<file path="config.mk">
export PLATFORM = sky130hd
export DESIGN_NAME = delta_sigma_multi
export DESIGN_NICKNAME = d
export VERILOG_FILES = /design/src/rtl/delta_sigma_multi.sv
export SDC_FILE = /design/constraint.sdc
export NUM_CORES = 1
export LEC_CHECK = 0
export BUFFER_PORTS_ARGS = -buffer_cell sky130_fd_sc_hd__buf_2
export CAP_MARGIN = 20
export CORE_AREA = 2 2 78 80
export CTS_BUF_LIST = sky130_fd_sc_hd__clkbuf_4 sky130_fd_sc_hd__clkbuf_8 sky130_fd_sc_hd__clkbuf_16
export CTS_CLUSTER_DIAMETER = 120
export DETAILED_ROUTE_END_ITERATION = 6
export DIE_AREA = 0 0 80 82
export GPL_TIMING_DRIVEN = 0
export HOLD_SLACK_MARGIN = 0.06
export PLACE_DENSITY = 0.71
export SYNTH_ARGS = -nofsm -noshare
export SYNTH_HDL_FRONTEND = slang
export SYNTH_SLANG_ARGS = --single-unit
</file>
<file path="constraint.sdc">
create_clock -name clk -period 2.8 [get_ports clk]
set_clock_uncertainty 0.15 [all_clocks]
set_input_delay 0.56 -clock clk [delete_from_list [all_inputs] [get_ports clk]]
set_output_delay 0.56 -clock clk [all_outputs]
set_load 0.1 [all_outputs]
</file>
<file path="src/rtl/delta_sigma_multi.sv">
// ---------------------------------------------------------------------------
// delta_sigma_multi
//   Multi-channel 1-bit delta-sigma modulator (first or second order loop).
//   Each channel keeps a holding register for its sample, converts it to an
//   offset-binary value, and runs an error-feedback loop whose registered
//   sign bit is the output pulse stream.
//
// Parameters
//   WIDTH     sample width per channel (4..24)
//   CHANNELS  number of independent channels (1..8)
//   ORDER     loop order, 1 or 2
//   SIGNED_IN 1: two's-complement samples, 0: unsigned samples
//
// Ports
//   clk          rising-edge clock for all state
//   reset        synchronous active-high reset
//   enable       run the loops; low freezes loop state and forces pulses low
//   mute         replaces every channel input with midscale
//   sample_valid loads data_in into the holding registers
//   data_in      packed samples, channel c at [c*WIDTH +: WIDTH]
//   pulse_out    per-channel 1-bit density stream
//   sat_flag     per-channel sticky second-stage saturation indicator
// ---------------------------------------------------------------------------
module delta_sigma_multi #(
   parameter int WIDTH     = 9,
   parameter int CHANNELS  = 2,
   parameter int ORDER     = 1,
   parameter int SIGNED_IN = 0
) (
   input  logic                         clk,
   input  logic                         reset,
   input  logic                         enable,
   input  logic                         mute,
   input  logic                         sample_valid,
   input  logic [CHANNELS*WIDTH-1:0]    data_in,
   output logic [CHANNELS-1:0]          pulse_out,
   output logic [CHANNELS-1:0]          sat_flag
);

   localparam int A1W = WIDTH + 2;   // first integrator width
   localparam int A2W = WIDTH + 4;   // second integrator width
   localparam int SW  = WIDTH + 6;   // headroom for the unclamped second sum

   // Feedback of one full scale (2^WIDTH) into a1 and twice that into a2.
   localparam logic [A1W-1:0] FB1 = {2'b01, {WIDTH{1'b0}}};
   localparam logic [SW-1:0]  FB2 = {5'b00001, {(WIDTH+1){1'b0}}};

   localparam logic signed [A2W-1:0] A2_MAX = {1'b0, {(A2W-1){1'b1}}};
   localparam logic signed [A2W-1:0] A2_MIN = {1'b1, {(A2W-1){1'b0}}};

   for (genvar c = 0; c < CHANNELS; c++) begin : g_ch
      logic [WIDTH-1:0]      h;
      logic [WIDTH-1:0]      u;
      logic signed [A1W-1:0] a1;
      logic signed [A1W-1:0] a1_next;
      logic                  fire;

      // Holding register; a sample loaded at edge k reaches the loop at k+1
      // because the loop always consumes the value already held.
      always_ff @(posedge clk) begin
         // NOTE: sequential state uses non-blocking assignments so every
         // register samples pre-edge values regardless of statement order.
         if (reset)
            h <= '0;
         else if (sample_valid)
            h <= data_in[c*WIDTH +: WIDTH];
      end

      // Offset-binary input: signed samples flip the MSB to map to unsigned.
      always_comb begin
         // NOTE: every combinational output gets a default first so no
         // path leaves it unassigned and a latch cannot be inferred.
         u = h;
         if (mute)
            u = {1'b1, {(WIDTH-1){1'b0}}};
         else if (SIGNED_IN != 0)
            u = {~h[WIDTH-1], h[WIDTH-2:0]};
      end

      assign a1_next = a1 + $signed({2'b00, u}) - $signed(fire ? FB1 : '0);

      always_ff @(posedge clk) begin
         if (reset)
            a1 <= '1;
         else if (enable)
            a1 <= a1_next;
      end

      if (ORDER == 2) begin : g_o2
         logic signed [A2W-1:0] a2;
         logic signed [A2W-1:0] a2_next;
         logic [SW-1:0]         s2;
         logic                  ovf;
         logic                  sat_q;

         // Full-precision sum; it overflows a2 exactly when the bits above
         // the a2 sign position disagree with it.
         always_comb begin
            s2 = {{2{a2[A2W-1]}}, a2} + {{4{a1[A1W-1]}}, a1}
               + {6'b000000, u} - (fire ? FB2 : '0);
            ovf     = (s2[SW-1:A2W-1] != '0) && (s2[SW-1:A2W-1] != '1);
            a2_next = s2[A2W-1:0];
            if (ovf)
               a2_next = s2[SW-1] ? A2_MIN : A2_MAX;
         end

         always_ff @(posedge clk) begin
            if (reset) begin
               a2    <= '1;
               sat_q <= 1'b0;
            end else if (enable) begin
               a2 <= a2_next;
               if (ovf)
                  sat_q <= 1'b1;
            end
         end

         assign fire        = ~a2[A2W-1];
         assign sat_flag[c] = sat_q;
      end else begin : g_o1
         assign fire        = ~a1[A1W-1];
         assign sat_flag[c] = 1'b0;
      end

      // Output is the registered sign, gated only by the run control.
      assign pulse_out[c] = enable & fire;
   end

endmodule

</file>
# Word-level counts from Yosys, hierarchy flattened
# Cells that the tools add are included.
# classes
n_addsub	4
mul	0
div	0
n_lt_le_gt_ge	0
eq_ne	0
shift	0
mux	4
n_bitwise	4
reduce_logical	0
# op_table
operator	count
adder 11 x 10 -> 11 bit	2
subtractor 11 bit	2
2-to-1 mux 10 bit	2
2-to-1 mux 9 bit	2
bitwise AND 1 bit	2
NOT 1 bit	2
# word_totals
register_bits	40
latch_bits	0
ram_bits	0
rom_bits	0
inputBits	23
out_inout_bits	4
mem_count	0

# Longest topological paths before layout
# Gate-level depths: netlist of the first run.
# logic_depth
depth_word	3
depth_mapped	10

# Worst setup path after synthesis of the first run
# Ideal clock, no wire load.
# synth_path
kind	input -> output
startpoint	input enable
endpoint	output pulse_out[0]
arrival_time_ps	2452
slack_ps	-362
path_stages	4
path_buffers	2
cell_sequence	clkbuf_1 -> clkinv_1 -> clkbuf_1 -> nor2_1
# synth_via
elab_chain_cells	1
# synth_lines
element	line	text
from (decl)	32	input logic enable,
bitwise AND 1 bit	126	assign pulse_out[c] = enable & fire;
to (decl)	36	output logic [CHANNELS-1:0] pulse_out,
# Every way passes these cells.

# Final worst setup path of the first run
# layout_path
startpoint	input mute
endpoint	register g_ch[1].a1[6]
# layout_via
elab_chain_cells	3
# layout_lines
element	line	text
from (decl)	33	input logic mute,
2-to-1 mux 9 bit	74	if (mute)
adder 11 x 10 -> 11 bit	80	assign a1_next = a1 + $signed({2'b00, u}) - $signed(fire ? FB1 : '0);
subtractor 11 bit	80	
to (signal assigned)	86	a1 <= a1_next;
to (decl)	54	logic signed [A1W-1:0] a1;
# Every way passes these cells.
# A chain may end at the register's enable or synchronous reset.

==> reports/summary.txt, run 1 <==
Outcome - finished, final reports clean
Fill cell count - 584
Starting Density - 47.8%
Met2 routed WL - 2590 µm
Netlist cell types - 40
Final HPWL DP - 4330 µm
Post-layout min period - 2.71 ns
Root buf cell - clkbuf_8
Post-DR vias/cell - 5.18
Worst path slowest cell - or3_1
Leakage power - 1.54 nW
#FFs+latches synth - 40
Detail Route met3 WL - 272 µm
Cell family with most CP delay - compound AO/OA/AOI/OAI gates
DR iter-0 viols - 82
Vias in the first global route - 2189
DR vias - 2301
Register area - 801 µm²
Setup violators final - 0
Core ar. - 5750 µm²
Total GRT Usage - 19.2%
Max-slew violation count - 0
Slew @ Worst Pin - 0.677 ns
Worst Path Required - 2.85 ns
Mapped cell area - 2750 µm²
Total die area - 6560 µm²
Clock sink total - 40
TritonRoute pass-1 iters - 4
Final setup margin - 0.0888 ns
Tcrit/Tclk final - 96.8%
Wire length per cell - 12.9 µm
Crit path launch type - primary input
WP buf/inv - 3
Met1 wire length - 2780 µm
Die width - 80 µm
Syn. warnings - 0
Max_cap viols - 0
Final wirelength - 5740 µm
Setup CP Type - primary input to register
Switching power - 0.873 mW
DR top layer - met4
Largest net degree at the start of global routing - 13
Clk buf depth - 2
Worst-skew pair later-pin latency - 0.30 ns
GRT Residual Overflow - 0
PnR Total Power - 2.17 mW
Multi-input logic area - 1730 µm²
Ant diodes - 0
VDD IR max - 0.000319 V
Post-synthesis cell count - 339
Clock network fraction of total power - 17.7%
Part of the power in combinational logic - 50.4%
Fmax - 0.369 GHz
Post-DRT Antenna Nets - 0
Total CTS buffers - 5
Die height - 82 µm
WP data arrival - 2.76 ns
CP endpoint kind - register
Max_slew headroom - 54.9%
First-pass GRT wire length - 9780 µm
Critical-path maximum fanout - 10
Cells along the critical path - clkbuf_4, buf_8, nand2b_4, ha_4, inv_2, ha_4, nor2b_4, o31a_1, o21a_1, or3_1, a311o_1
CP max stage delay - 0.31 ns
P per Cell Area - 696 nW/µm²
Buffers on Ports - 21
Final TNS setup - 0 ns
Int Power - 1.30 mW
I/O pin cnt - 27
DRC - 0
CP most frequent cell - ha_4
Pre-CTS setup slack - -0.339 ns
Cell row count - 28
Max H-tree Level - 2
Main synth FF type - dfxtp_1
Layout cells sized above 1 - 11.9%
Final net count - 430
CTS Hold Buffers Added - 0
Initial antenna violation count - 0
Register area share after synthesis - 29.1%
RSZ-0062 raised after global routing - false
Min-delay worst type - register to register
CTS tree - done
Clock-pin slew on the worst setup and hold paths - 0.09 ns
Switch share - 40.2%
Syn avg cell area - 8.11 µm²
Post-synth EDFFs - 0
Area growth from synthesis to layout - 13.5%
Final weighted congestion in routability-driven placement - 0.855
Sequential power share - 31.9%
Final Hold Violating Endpoints - 0
Async SR Flop Fraction - 0%
## through the flow
step / utilization, % / hold WS (ns) / std cells / area, µm²
final: 54.3 / 0.323 / 444 / 3120
after global routing: 54.3 / 0.338 / 444 / 3120
after CTS: 53.7 / 0.329 / 443 / 3090
after detailed placement: 52.2 / 0.305 / 436 / 3000
after global placement: 52.2 / 0.298 / 436 / 3000
after floorplan: - / 0.289 / 340 / 2800
## layout by cell type, fill, tap and decap left out, drive strengths merged, types with 3 or more instances in the layout
cell type and n:
a21oi 15, nand2b 20, nor2b 6, o21ai 14, o21a 6, nand3 3
nand2 14, mux2i 18, clkbuf 16, nor2 35, or3 6, nor3 5
a211oi 7, inv 55, buf 26, a211o 10, o311ai 3, dfxtp 40
ha 38, xnor2 4, xor2 4
## cells in the mapped netlist (all sizes together), types with 6 or more instances
master / instances / area, µm²
o21a: 6 / 45.0
clkbuf: 11 / 41.3
nand2: 14 / 52.6
nor2b: 6 / 37.5
or3: 6 / 37.5
o21ai: 14 / 70.1
mux2i: 18 / 180
a21oi: 15 / 75.1
nand2b: 20 / 125
nor2: 35 / 131
a211oi: 7 / 52.6
dfxtp: 40 / 801
a211o: 10 / 87.6
inv: 55 / 206
ha: 38 / 475
## power by group through the flow
| stage | logic [mW] | clock network, mW | registers (mW) |
|---|---|---|---|
| after floorplan | 0.873 | 0 | 0.696 |
| after global placement | 1.03 | 0 | 0.704 |
| after detailed placement | 1.06 | 0 | 0.707 |
| after CTS | 1.07 | 0.392 | 0.694 |
| after global routing | 1.25 | 0.415 | 0.704 |
| final | 1.09 | 0.385 | 0.693 |
## sequential cells by signal (all words and copies together), names as in the netlist
signal / flops
g_ch.a1: 22
g_ch.h: 18
## metal layers
layer	up-vias	global-route usage, %
met1	1058	25.0
li1	1192	-
met5	-	0
met4	0	6.44
met2	41	31.9
met3	10	3.85
## repair_timing
item / in CTS / in global routing
endpoints found under the setup margin: 3 / 7
gates resized for setup: 2 / 6
setup buffers: 0 / 1
pin swaps: 2 / 1
hold endpoints to repair: 0 / 0
## path summary, 6_finish.rpt
path                                     from       endpoint  slack, ns  depth (start not counted)
worst min register to register  g_ch[0].a1[5]  g_ch[0].a1[5]       0.32                          1
worst min-delay path            g_ch[0].a1[5]  g_ch[0].a1[5]       0.32                          1
worst max register to register   g_ch[1].h[3]  g_ch[1].a1[6]       0.33                          9
worst max-delay path                     mute  g_ch[1].a1[6]       0.09                         11
## cell families after synthesis
| kind of cell | Yosys count | synth area share (%) |
|---|---|---|
| AND/OR/NAND/NOR | 96 | 17.2 |
| buffers and inverters | 71 | 10.0 |
| AO/OA/AOI/OAI | 67 | 17.1 |
| flip-flops | 40 | 29.1 |
| adder cells (fa/ha/maj) | 38 | 17.3 |
| multiplexers | 18 | 6.55 |
| XOR/XNOR | 8 | 2.55 |
| other | 1 | 0.136 |
## area by class of cell
cell class	count	area share (%)
Inverter	56	6.86
Multi-Input combinational cell	229	55.6
Buffer	15	2.45
Sequential cell	40	25.7
Clock buffer	5	2.21
Tap cell	75	3.01
Timing Repair Buffer	22	3.85
Clock inverter	2	0.401
## worst register-to-register path: stages, from the launching register on
cell	delay, ns
dfxtp_1	0.34
nand2b_1	0.07
ha_1	0.28
inv_1	0.04
ha_1	0.32
o21a_1	0.21
o31a_1	0.13
o21a_1	0.22
or3_1	0.31
a311o_1	0.30
(Power assumes the default switching activity.)
==> run 2, diff against run 1 <==
--- a/config.mk
+++ b/config.mk
@@ -7,14 +7,14 @@
 export LEC_CHECK = 0
 export BUFFER_PORTS_ARGS = -buffer_cell sky130_fd_sc_hd__buf_2
 export CAP_MARGIN = 20
-export CORE_AREA = 2 2 78 80
+export CORE_AREA = 2 2 86 88
 export CTS_BUF_LIST = sky130_fd_sc_hd__clkbuf_4 sky130_fd_sc_hd__clkbuf_8 sky130_fd_sc_hd__clkbuf_16
 export CTS_CLUSTER_DIAMETER = 120
 export DETAILED_ROUTE_END_ITERATION = 6
-export DIE_AREA = 0 0 80 82
+export DIE_AREA = 0 0 88 90
 export GPL_TIMING_DRIVEN = 0
 export HOLD_SLACK_MARGIN = 0.06
-export PLACE_DENSITY = 0.71
+export PLACE_DENSITY = 0.6
 export SYNTH_ARGS = -nofsm -noshare
 export SYNTH_HDL_FRONTEND = slang
 export SYNTH_SLANG_ARGS = --single-unit
==> run 2 against run 1 <==
Against the previous run: critical path depth unchanged; fmax down 0.21%; sequential cell count unchanged; sequential power about the same; worst hold slack worse by 0.0015 ns; clock power up 29%; largest cell class unchanged; largest power group unchanged; highest routed layer unchanged.
==> reports/summary.txt, run 2 (synthesis gave the netlist of run 1 again) <==
Outcome - finished, final reports clean
Clock-pin slew on the worst setup and hold paths - 0.09 ns (about the same)
Ant diodes - 0 (unchanged)
Largest register FFs - 22 (unchanged)
Core Util, Final - 45.6% (-8.7 points)
Clock sink total - 40 (unchanged)
Total GRT Usage - 16.4% (-2.8 points)
Wire length per cell - 12.7 µm (-1.9%)
Min-delay worst type - register to register
Max H-tree Level - 2 (unchanged)
Int Power - 1.40 mW (+7.8%)
Commonest non-fill, non-tap cells in the layout - 54 x inv_1, 40 x dfxtp_1, 35 x nor2_1, 35 x ha_1, 20 x buf_2
Final HPWL DP - 4380 µm (+1.1%)
Total CTS buffers - 5 (unchanged)
VDD IR max - 0.000323 V (+1.3%)
WP data arrival - 2.77 ns (about the same)
Vias in the first global route - 2189 (unchanged)
Post-DRT Antenna Nets - 0 (unchanged)
GRT Residual Overflow - 0 (unchanged)
Die height - 90 µm (+9.8%)
CTS tree - done
Part of the power in combinational logic - 48.3% (-2.1 points)
Root buf cell - clkbuf_8
Post-layout min period - 2.72 ns (+0.00567 ns)
Reg2reg start - g_ch[0].a1[2]
Regs by FF count - g_ch.a1: 22 flops, g_ch.h: 18 flops
Crit path launch type - primary input
Finished Cell Area - 3200 µm² (+2.7%)
Max_slew headroom - 49.8% (-5.1 points)
I/O pin cnt - 27 (unchanged)
Largest net degree at the start of global routing - 14 (+1)
Initial antenna violation count - 0 (unchanged)
CP endpoint kind - register
Die width - 88 µm (+10%)
Core ar. - 7020 µm² (+22%)
CTS Hold Buffers Added - 0 (unchanged)
Hold Crit Start - g_ch[0].a1[4]
R2r setup slk - 0.32 ns (about the same)
Final wirelength - 5980 µm (+4.3%)
Slew @ Worst Pin - 0.753 ns (+0.0760 ns)
Worst-skew pair later-pin latency - 0.30 ns (about the same)
Worst Path Required - 2.85 ns (about the same)
Clock network fraction of total power - 21.5% (+3.8 points)
DR iter-0 viols - 141 (+72%)
Fmax - 0.368 GHz (-0.21%)
Starting Density - 39.2% (-8.7 points)
Switching power - 0.894 mW (+2.5%)
Max_cap viols - 0 (unchanged)
Leakage power - 1.56 nW (+1.9%)
Sequential power share - 30.2% (-1.7 points)
Setup violators final - 0 (unchanged)
P per Cell Area - 716 nW/µm² (+2.9%)
Switch share - 39.0% (-1.2 points)
Register with the most flip-flops - g_ch.a1
Setup CP Type - primary input to register
Clk buf depth - 2 (unchanged)
Area growth from synthesis to layout - 16.6%
Critical-path maximum fanout - 10 (unchanged)
Final TNS setup - 0 ns (unchanged)
DRC - 0 (unchanged)
Critical R2R Capture - g_ch[0].a1[6]
Cell row count - 31 (+11%)
TritonRoute pass-1 iters - 4 (unchanged)
Final net count - 433 (+0.70%)
PnR Total Power - 2.30 mW (+5.7%)
DR vias - 2312 (+0.48%)
First-pass GRT wire length - 10300 µm (+5.2%)
Buffers on Ports - 21 (unchanged)
Layout cells sized above 1 - 13.1% (+1.2 points)
Total die area - 7920 µm² (+21%)
Commonest non-fill, non-tap cell in the layout - inv_1
Tcrit/Tclk final - 97.0% (+0.20 points)
Worst Reg-to-Reg Cells - 9 (unchanged)
WHS Endpoint - g_ch[0].a1[4]
Max-slew violation count - 0 (unchanged)
Final weighted congestion in routability-driven placement - 0.825 (-3.5%)
Hold Path Stages - 1 (unchanged)
Placed instance area - 3030 µm² (+1.0%)
Post-DR vias/cell - 4.90 (-5.5%)
Final Hold Violating Endpoints - 0 (unchanged)
-- run 2: cell count changes in the layout (fill, tap and decap cells not counted) --
| cell | delta |
|---|---|
| buf_2 | +1 |
| a21oi_2 | +1 |
| a21oi_1 | -1 |
| o21ai_0 | -1 |
| clkbuf_4 | -1 |
| bufinv_16 | +1 |
| o21ai_1 | +1 |
| buf_4 | +3 |
-- run 2: worst max path at each step --
stage / startpoint / endpoint / slack [ns] / cells after the start
global route: mute / g_ch[1].a1[7] / -0.02 / 10
detailed placement: mute / g_ch[1].a1[6] / -0.35 / 11
CTS: mute / g_ch[1].a1[7] / 0.004 / 10
global placement: mute / g_ch[1].a1[6] / -0.33 / 11
floorplan: enable / pulse_out[0] / -0.36 / 4
finish: mute / g_ch[1].a1[6] / 0.08 / 11
-- run 2: worst max-delay path, cell delays in order --
cell	delay (ns)
buf_2	0.16
buf_8	0.16
nand2b_4	0.15
ha_4	0.25
inv_2	0.03
ha_4	0.22
nor2b_4	0.13
o31a_1	0.27
o21a_1	0.20
or3_1	0.31
a311o_1	0.31
-- run 2: stage by stage --
step,std cells,hold WS [ns],setup WS [ns]
2_1_floorplan,340,0.289,-0.362
3_3_place_gp,460,0.298,-0.332
3_5_place_dp,460,0.306,-0.346
4_1_cts,469,0.326,0.00415
5_1_grt,472,0.343,-0.0186
6_report,472,0.322,0.0831
-- run 2: layer usage --
| layer | share of wire, % | vias up | routed length [µm] | GRT usage [%] |
|---|---|---|---|---|
| li1 | - | 1205 | - | - |
| met1 | 51 | 1061 | 3070 | 23.4 |
| met2 | 44 | 40 | 2610 | 25.1 |
| met3 | 3.6 | 6 | 216 | 3.12 |
| met4 | 1.4 | 0 | 85 | 4.62 |
| met5 | 0 | - | 0 | 0 |
-- run 2: repair_timing --
| item | 4_1_cts | 5_1_grt |
|---|---|---|
| resized for setup | 2 | 7 |
| setup endpoints to repair | 3 | 9 |
| setup buffers | 1 | 3 |
| pin swaps | 1 | 1 |
| gates cloned | 0 | 0 |
-- run 2: area by class of cell --
class	count	area, µm²
Buffer	15	76.3
Timing Repair Buffer	25	140
Fill cell	721	3820
Clock buffer	5	68.8
Tap cell	99	124
Multi-Input combinational cell	229	1740
Sequential cell	40	801
Clock inverter	3	42.5
Inverter	56	214
-- run 2: power by group through the flow --
stage	Sequential [mW]	Combinational (mW)	Clock, mW
2_1_floorplan	0.696	0.873	0
3_3_place_gp	0.704	1.04	0
3_5_place_dp	0.706	1.06	0
4_1_cts	0.694	1.08	0.506
5_1_grt	0.702	1.28	0.522
6_report	0.693	1.11	0.495
